### src/rtl/debounce_event_arbiter.sv
`default_nettype none
// ============================================================================
// Module      : debounce_event_arbiter
// Description : Serializes level changes from N debounced switch channels onto
//               one registered valid/ready event stream (round-robin grant).
// Revision    : 1.0 - initial release
// ============================================================================
module debounce_event_arbiter #(
    parameter int N  = 4,
    parameter int CW = 2
) (
    input  logic          clk,
    input  logic          reset_n,
    input  logic [N-1:0]  db_level,
    output logic          ev_valid,
    input  logic          ev_ready,
    output logic [CW-1:0] ev_chan,
    output logic          ev_level,
    output logic [N-1:0]  ovf,
    input  logic          ovf_clr
);

    localparam logic [CW-1:0] c_PTR_RST = CW'(N - 1);

    logic [N-1:0]  r_prev;
    logic          r_armed;
    logic [N-1:0]  r_pend;
    logic [N-1:0]  r_plvl;
    logic [CW-1:0] r_ptr;
    logic          r_ev_valid;
    logic [CW-1:0] r_ev_chan;
    logic          r_ev_level;
    logic [N-1:0]  r_ovf;

    logic [N-1:0]  w_chg;
    logic          w_load;
    logic          w_found;
    logic [CW-1:0] w_win;
    logic [N-1:0]  w_grant;

    assign w_chg  = {N{r_armed}} & (db_level ^ r_prev);
    assign w_load = (!r_ev_valid || ev_ready) && (|r_pend);

    // Search starts just after the last granted channel and wraps inside 0..N-1.
    always_comb begin
        w_found = 1'b0;
        w_win   = '0;
        for (int k = 1; k <= N; k++) begin
            int j;
            j = (int'(r_ptr) + k) % N;
            if (!w_found && r_pend[j[CW-1:0]]) begin
                w_found = 1'b1;
                w_win   = j[CW-1:0];
            end
        end
    end

    always_comb begin
        w_grant = '0;
        for (int i = 0; i < N; i++) begin
            w_grant[i] = w_load && (w_win == CW'(i));
        end
    end

    always_ff @(posedge clk or negedge reset_n) begin
        if (!reset_n) begin
            r_prev  <= '0;
            r_armed <= 1'b0;
            r_pend  <= '0;
            r_plvl  <= '0;
            r_ovf   <= '0;
        end else begin
            r_prev  <= db_level;
            r_armed <= 1'b1;
            for (int i = 0; i < N; i++) begin
                // A change landing on the granted channel re-arms it without loss.
                if (w_chg[i]) begin
                    r_pend[i] <= 1'b1;
                    r_plvl[i] <= db_level[i];
                end else if (w_grant[i]) begin
                    r_pend[i] <= 1'b0;
                end
                if (w_chg[i] && r_pend[i] && !w_grant[i]) begin
                    r_ovf[i] <= 1'b1;
                end else if (ovf_clr) begin
                    r_ovf[i] <= 1'b0;
                end
            end
        end
    end

    always_ff @(posedge clk or negedge reset_n) begin
        if (!reset_n) begin
            r_ev_valid <= 1'b0;
            r_ev_chan  <= '0;
            r_ev_level <= 1'b0;
            r_ptr      <= c_PTR_RST;
        end else if (w_load) begin
            r_ev_valid <= 1'b1;
            r_ev_chan  <= w_win;
            r_ev_level <= r_plvl[w_win];
            r_ptr      <= w_win;
        end else if (ev_ready) begin
            r_ev_valid <= 1'b0;
        end
    end

    assign ev_valid = r_ev_valid;
    assign ev_chan  = r_ev_chan;
    assign ev_level = r_ev_level;
    assign ovf      = r_ovf;

endmodule
`default_nettype wire

### config.mk
export PLATFORM = sky130hd
export DESIGN_NAME = debounce_event_arbiter
export DESIGN_NICKNAME = d
export VERILOG_FILES = /design/src/rtl/debounce_event_arbiter.sv
export SDC_FILE = /design/constraint.sdc
export NUM_CORES = 1
export LEC_CHECK = 0
export CORE_AREA = 2 2 46 48
export DETAILED_ROUTE_END_ITERATION = 10
export DIE_AREA = 0 0 48 50
export PLACE_DENSITY = 0.79
export SYNTH_ARGS = -nofsm -noshare
export SYNTH_HDL_FRONTEND = slang
export SYNTH_SLANG_ARGS = --single-unit
### constraint.sdc
create_clock -name clk -period 3.3 [get_ports clk]
set_input_delay 0.66 -clock clk [delete_from_list [all_inputs] [get_ports clk]]
set_output_delay 0.66 -clock clk [all_outputs]
set_load 0.05 [all_outputs]
Word level (Yosys, flattened, before mapping)
Index checks and enable logic that the tools add are counted.

Register bits: 23. Input port bits: 8. Logic and storage cells: 100.

$add $sub $neg: 4. Order comparisons: 5. Equality and inequality tests: 3. Multiplexer cells: 32. Bitwise operators: 2. Reduce and logical (&&, ||, !) cells: 36.

Operator list (count): 1-bit two-way mux (23); 2-bit nonzero test (9); 1-bit logical AND (16); 2-bit by 3-bit < comparator with 1-bit output (second input constant) (5); 1-bit binary-select mux with 2-bit select (5); 1-bit logical NOT (8); 2-bit two-way mux (4); 2-bit by 1-bit adder with 2-bit output (second input constant) (2); 2-bit adder (second input constant) (2); 4-bit bitwise AND (1); 2-bit == test (second input constant) (2); 4-bit OR reduction (1); 4-bit XOR (1); 2-bit by 1-bit == test with 1-bit output (second input constant) (1); 2-bit logical NOT (1); 1-bit logical OR (1).

Logic depth before layout (Yosys ltp)
Depth after elaboration: 18. Gate-level depth with buffers: 6. Gate-level depth less buffers: 5.

Worst setup path before layout
Ideal clock, no wire load.

Path type: in2reg. Start point: input ev_ready. End point: register r_ev_level, in the netlist ev_level. Data arrival time: 1.578 ns. Path slack: 1.595 ns. Cell stages on the path: 5. Buffers on the path: 0. Cell sequence: inv_1 > a21oi_4 > or3b_4 > a211oi_2 > a211oi_2.

Word-level cells in the longest chain between the ends: 2.

Ends and longest elaborated chain: start, declared (RTL line 16) `input logic ev_ready,`; 1-bit logical OR (RTL line 42) `assign w_load = (!r_ev_valid || ev_ready) && (|r_pend);`; 1-bit logical AND (RTL line 42); end signal, assigned (RTL line 101) `r_ev_level <= r_plvl[w_win];`; end, declared (RTL line 32) `logic r_ev_level;`.

Every way passes these cells. A chain may end at the register's enable or synchronous reset.

Worst setup path after layout
Start point: register r_ev_valid, in the netlist ev_valid. End point: output ev_valid.

RTL lines: start, declared (RTL line 30) `logic r_ev_valid;`; start signal, assigned (RTL line 94) `r_ev_valid <= 1'b0;`; start signal, assigned (RTL line 99) `r_ev_valid <= 1'b1;`; start signal, assigned (RTL line 104) `r_ev_valid <= 1'b0;`; end, declared (RTL line 15) `output logic ev_valid,`.

No word-level cell between the ends.

==> results by group <==
Yosys
  – Distinct cells, synth: 26
  – Cells after synthesis: a little over 90
  – Syn. warnings: 0
  – Compound-Gate Fraction of Synth Area: approximately a fifth
  – Synth Net Count: 101
  – Adder-cell share of the synthesized area: 0%
  – Cell taking the most area after synthesis: dfrtp_1
  – Post-synthesis simple-gate area fraction: 11.2%
  – Sequential area share after synthesis: 58.1%
  – Syn avg cell area: 10.7 um2
  – Multiplexer share of the synthesized area: 3.27%
  – Post-Synth XOR/XNOR Area: 3.52%
  – Mapped Area: 995 um2
  – Post-synth top area share: between 50% and 60%
  – Number of synthesized register bits: 23
  – Synth area leaders: dfrtp_1, o21ai_0, dfstp_2, inv_1, xor2_1
  – Largest family of logic cells by synthesized area: compound AO/OA/AOI/OAI gates

Cells and area
  – Footprint of the multi-input gates: 368 um2
  – # nets final: 120
  – Fill cell count: 149
  – Post-route cell area: 1200 um2
  – # diodes: 0
  – Layout area overhead: 20.4%
  – Register Area: roughly 580 um2
  – Layout cells sized above 1: 12.6%

GRT
  – Largest net degree at the start of global routing: 24
  – First-pass GRT wire length: approximately 3.2 mm
  – GR Util met2: 29.8%
  – GRT Total Usage: 18.9%
  – Met3 Use GR: 2.20%
  – Number of global-route vias before repair: 768
  – Grt ovf: 0
  – Global routing met1 resource utilization: 26.3%
  – Initial antenna violation count: 0
  – Most Crowded Layer GR: met2

Job
  – Max-cap violations: 0

Timing
  – Slew headroom: about a third
  – Min Tclk post-route: approximately 2.2 ns
  – Hold_ws: 0.499 ns
  – Setup_tns: 0 ns
  – Fin. max-slew vios: 0
  – Final period utilization: 67.2%
  – Fin. Hold Viols: 0
  – Unrepaired setup endpoints after global routing: no
  – Worst clock skew: between 0.002 and 0.0025 ns
  – Setup violators final: 0
  – Fmax: 0.451 GHz
  – Slew @ Worst Pin: 1.01 ns

Power and ir drop
  – Pwr Density: around 890 nW/um2
  – Gate power share: 46.5%
  – Sequential share of power: 41.6%
  – Switching share of total power: 43.0%
  – Clock power share: 11.9%
  – Internal: 607 uW
  – Leakage power: 0.520 nW
  – Total power draw: 1.06 mW
  – Worst VDD drop: about 410 uV
  – Net Sw Power: 458 uW

Worst setup path
  – CP Data Arrival Time: 1.56 ns
  – Critical Path RT: roughly 2.6 ns
  – Cell family with most CP delay: buffers and inverters
  – Critical Path Sink Type: primary output
  – Critical path, cell by cell: clkdlybuf4s50_1
  – Critical Setup Path Class: reg -> out
  – WP buf/inv: 1
  – Slowest CP cell: clkdlybuf4s50_1
  – Largest fanout on the critical path: 3
  – CP max stage delay: 0.83 ns
  – Setup crit start kind: flip-flop

Floorplan
  – Core footprint: between 1500 and 2000 um2
  – DIE WIDTH: 48 um
  – Die Ht: 50 um
  – Die ar.: 2400 um2
  – Io pins: 16
  – Starting Density: approximately 52%
  – FP Rows: 16

Route
  – Vias/cell: 5.23
  – DR iter-0 viols: 11
  – DRC: 0
  – DR WL/cell: 13.1 um
  – Vias: 722
  – DRT Pass-1 Iters: 5
  – Final antenna-violating net count: 0
  – Routed wire length: 1.81 mm

CTS
  – CTS H-tree depth: 1
  – Total CTS buffers: 3
  – CTS tree: done
  – Max clock buf depth: 2
  – Number of setup buffers added after CTS: 0
  – Clk slew on worst S/H paths: 0.12 ns
  – Cts repair resizes: 0
  – Clk sinks: 23
  – Clk_lat worst skew: ~0.3 ns
  – CTS Hold Buffers Added: 0
  – Root buffer cell: clkbuf_4

Place
  – Dpl hpwl: 1.37 mm
  – Buffers on Ports: 15
  – Gp weighted congestion: 0.853
  – Area after DPL: 1170 um2

Outcome
  – Outcome: finished, final reports clean

Worst hold path
  – Min-Delay Path Class: reg -> reg
## logic make-up after synthesis
family / Yosys count
AOI/OAI and AO/OA: 29
DFF: 23
and+or+nand+nor: 21
buffers and inverters: 12
xor gates and xnor gates: 4
muxes: 3
other: 1
## final timing paths
path / start / to / slack, ns / cells past startpoint
max in group asynchronous: reset_n / ovf[1] / 1.79 / 1
hold / removal: r_prev[0] / r_plvl[0] / 0.50 / 1
setup reg to reg: r_ptr[0] / ev_level / 1.55 / 5
min in group asynchronous: reset_n / r_pend[2] / 0.90 / 1
hold reg to reg: r_prev[0] / r_plvl[0] / 0.50 / 1
setup / recovery: ev_valid / ev_valid / 1.08 / 1
## flip-flops by register name, summed over array words and instances, names as in the netlist
register / cells
r_ptr: 2
ev_valid: 1
ovf: 4
ev_level: 1
r_armed: 1
r_plvl: 4
r_pend: 4
r_prev: 4
ev_chan: 2
## layout by cell type (no fill, tap or decap)
cell type	netlist	routed
mux2_2	2	2
a21oi_4	1	1
xor2_1	4	4
inv_1	11	11
o22ai_1	5	5
nand2b_1	2	2
a211oi_2	2	2
clkbuf_1	0	1
o21ai_0	11	11
o21ai_1	3	3
mux2i_1	1	1
dfstp_2	2	2
nand2_1	8	8
a21o_1	1	1
a31oi_1	1	1
clkbuf_4	0	3
conb_1	1	1
nor2_1	5	5
and2b_2	1	1
or3b_4	1	1
nor4_2	1	1
and3_1	1	1
a21oi_1	4	4
dfrtp_1	21	21
nor2b_1	1	1
nand3_1	1	1
o21ai_2	1	1
clkdlybuf4s50_1	0	15
## per-stage QoR
| stage | util, % | cells | setup WS, ns |
|---|---|---|---|
| after floorplan | - | 93 | 1.60 |
| after global placement | 61.6 | 134 | 1.06 |
| after detailed placement | 61.6 | 134 | 1.02 |
| after CTS | 63.0 | 138 | 1.07 |
| after global routing | 63.0 | 138 | 1.01 |
| final | 63.0 | 138 | 1.08 |
## power groups by stage
stage,Combinational (mW),Sequential [mW],Clock [mW]
finish,0.495,0.443,0.127
global route,0.546,0.455,0.141
CTS,0.497,0.444,0.131
detailed placement,0.495,0.450,0
global placement,0.484,0.444,0
floorplan,0.249,0.562,0
## cell type report
cell class | instances | share of cell area [%]
Sequential cell | 23 | 48.3
Multi-Input combinational cell | 58 | 30.7
Timing Repair Buffer | 15 | 12.5
Inverter | 11 | 3.45
Tap cell | 27 | 2.82
Clock buffer | 4 | 2.19
## routing by layer
metal  vias up  wire length, um
li1        349                -
met1       351              798
met2        20              934
met3         2               61
met4         0               14
met5         -                0
## cells in the mapped netlist
master	count
and3_1	1
nand3_1	1
o21ai_1	3
buf_4	1
a21oi_4	1
dfrtp_1	21
nor2b_1	1
o22ai_1	5
nand2_1	8
dfstp_2	2
or3b_4	1
mux2_2	2
o21ai_2	1
and2b_2	1
a211oi_2	2
nor2_1	5
conb_1	1
nor4_2	1
a31oi_1	1
inv_1	11
xor2_1	4
nand2b_1	2
mux2i_1	1
a21oi_1	4
o21ai_0	11
a21o_1	1
No activity file was read; power rests on OpenSTA's default activity.
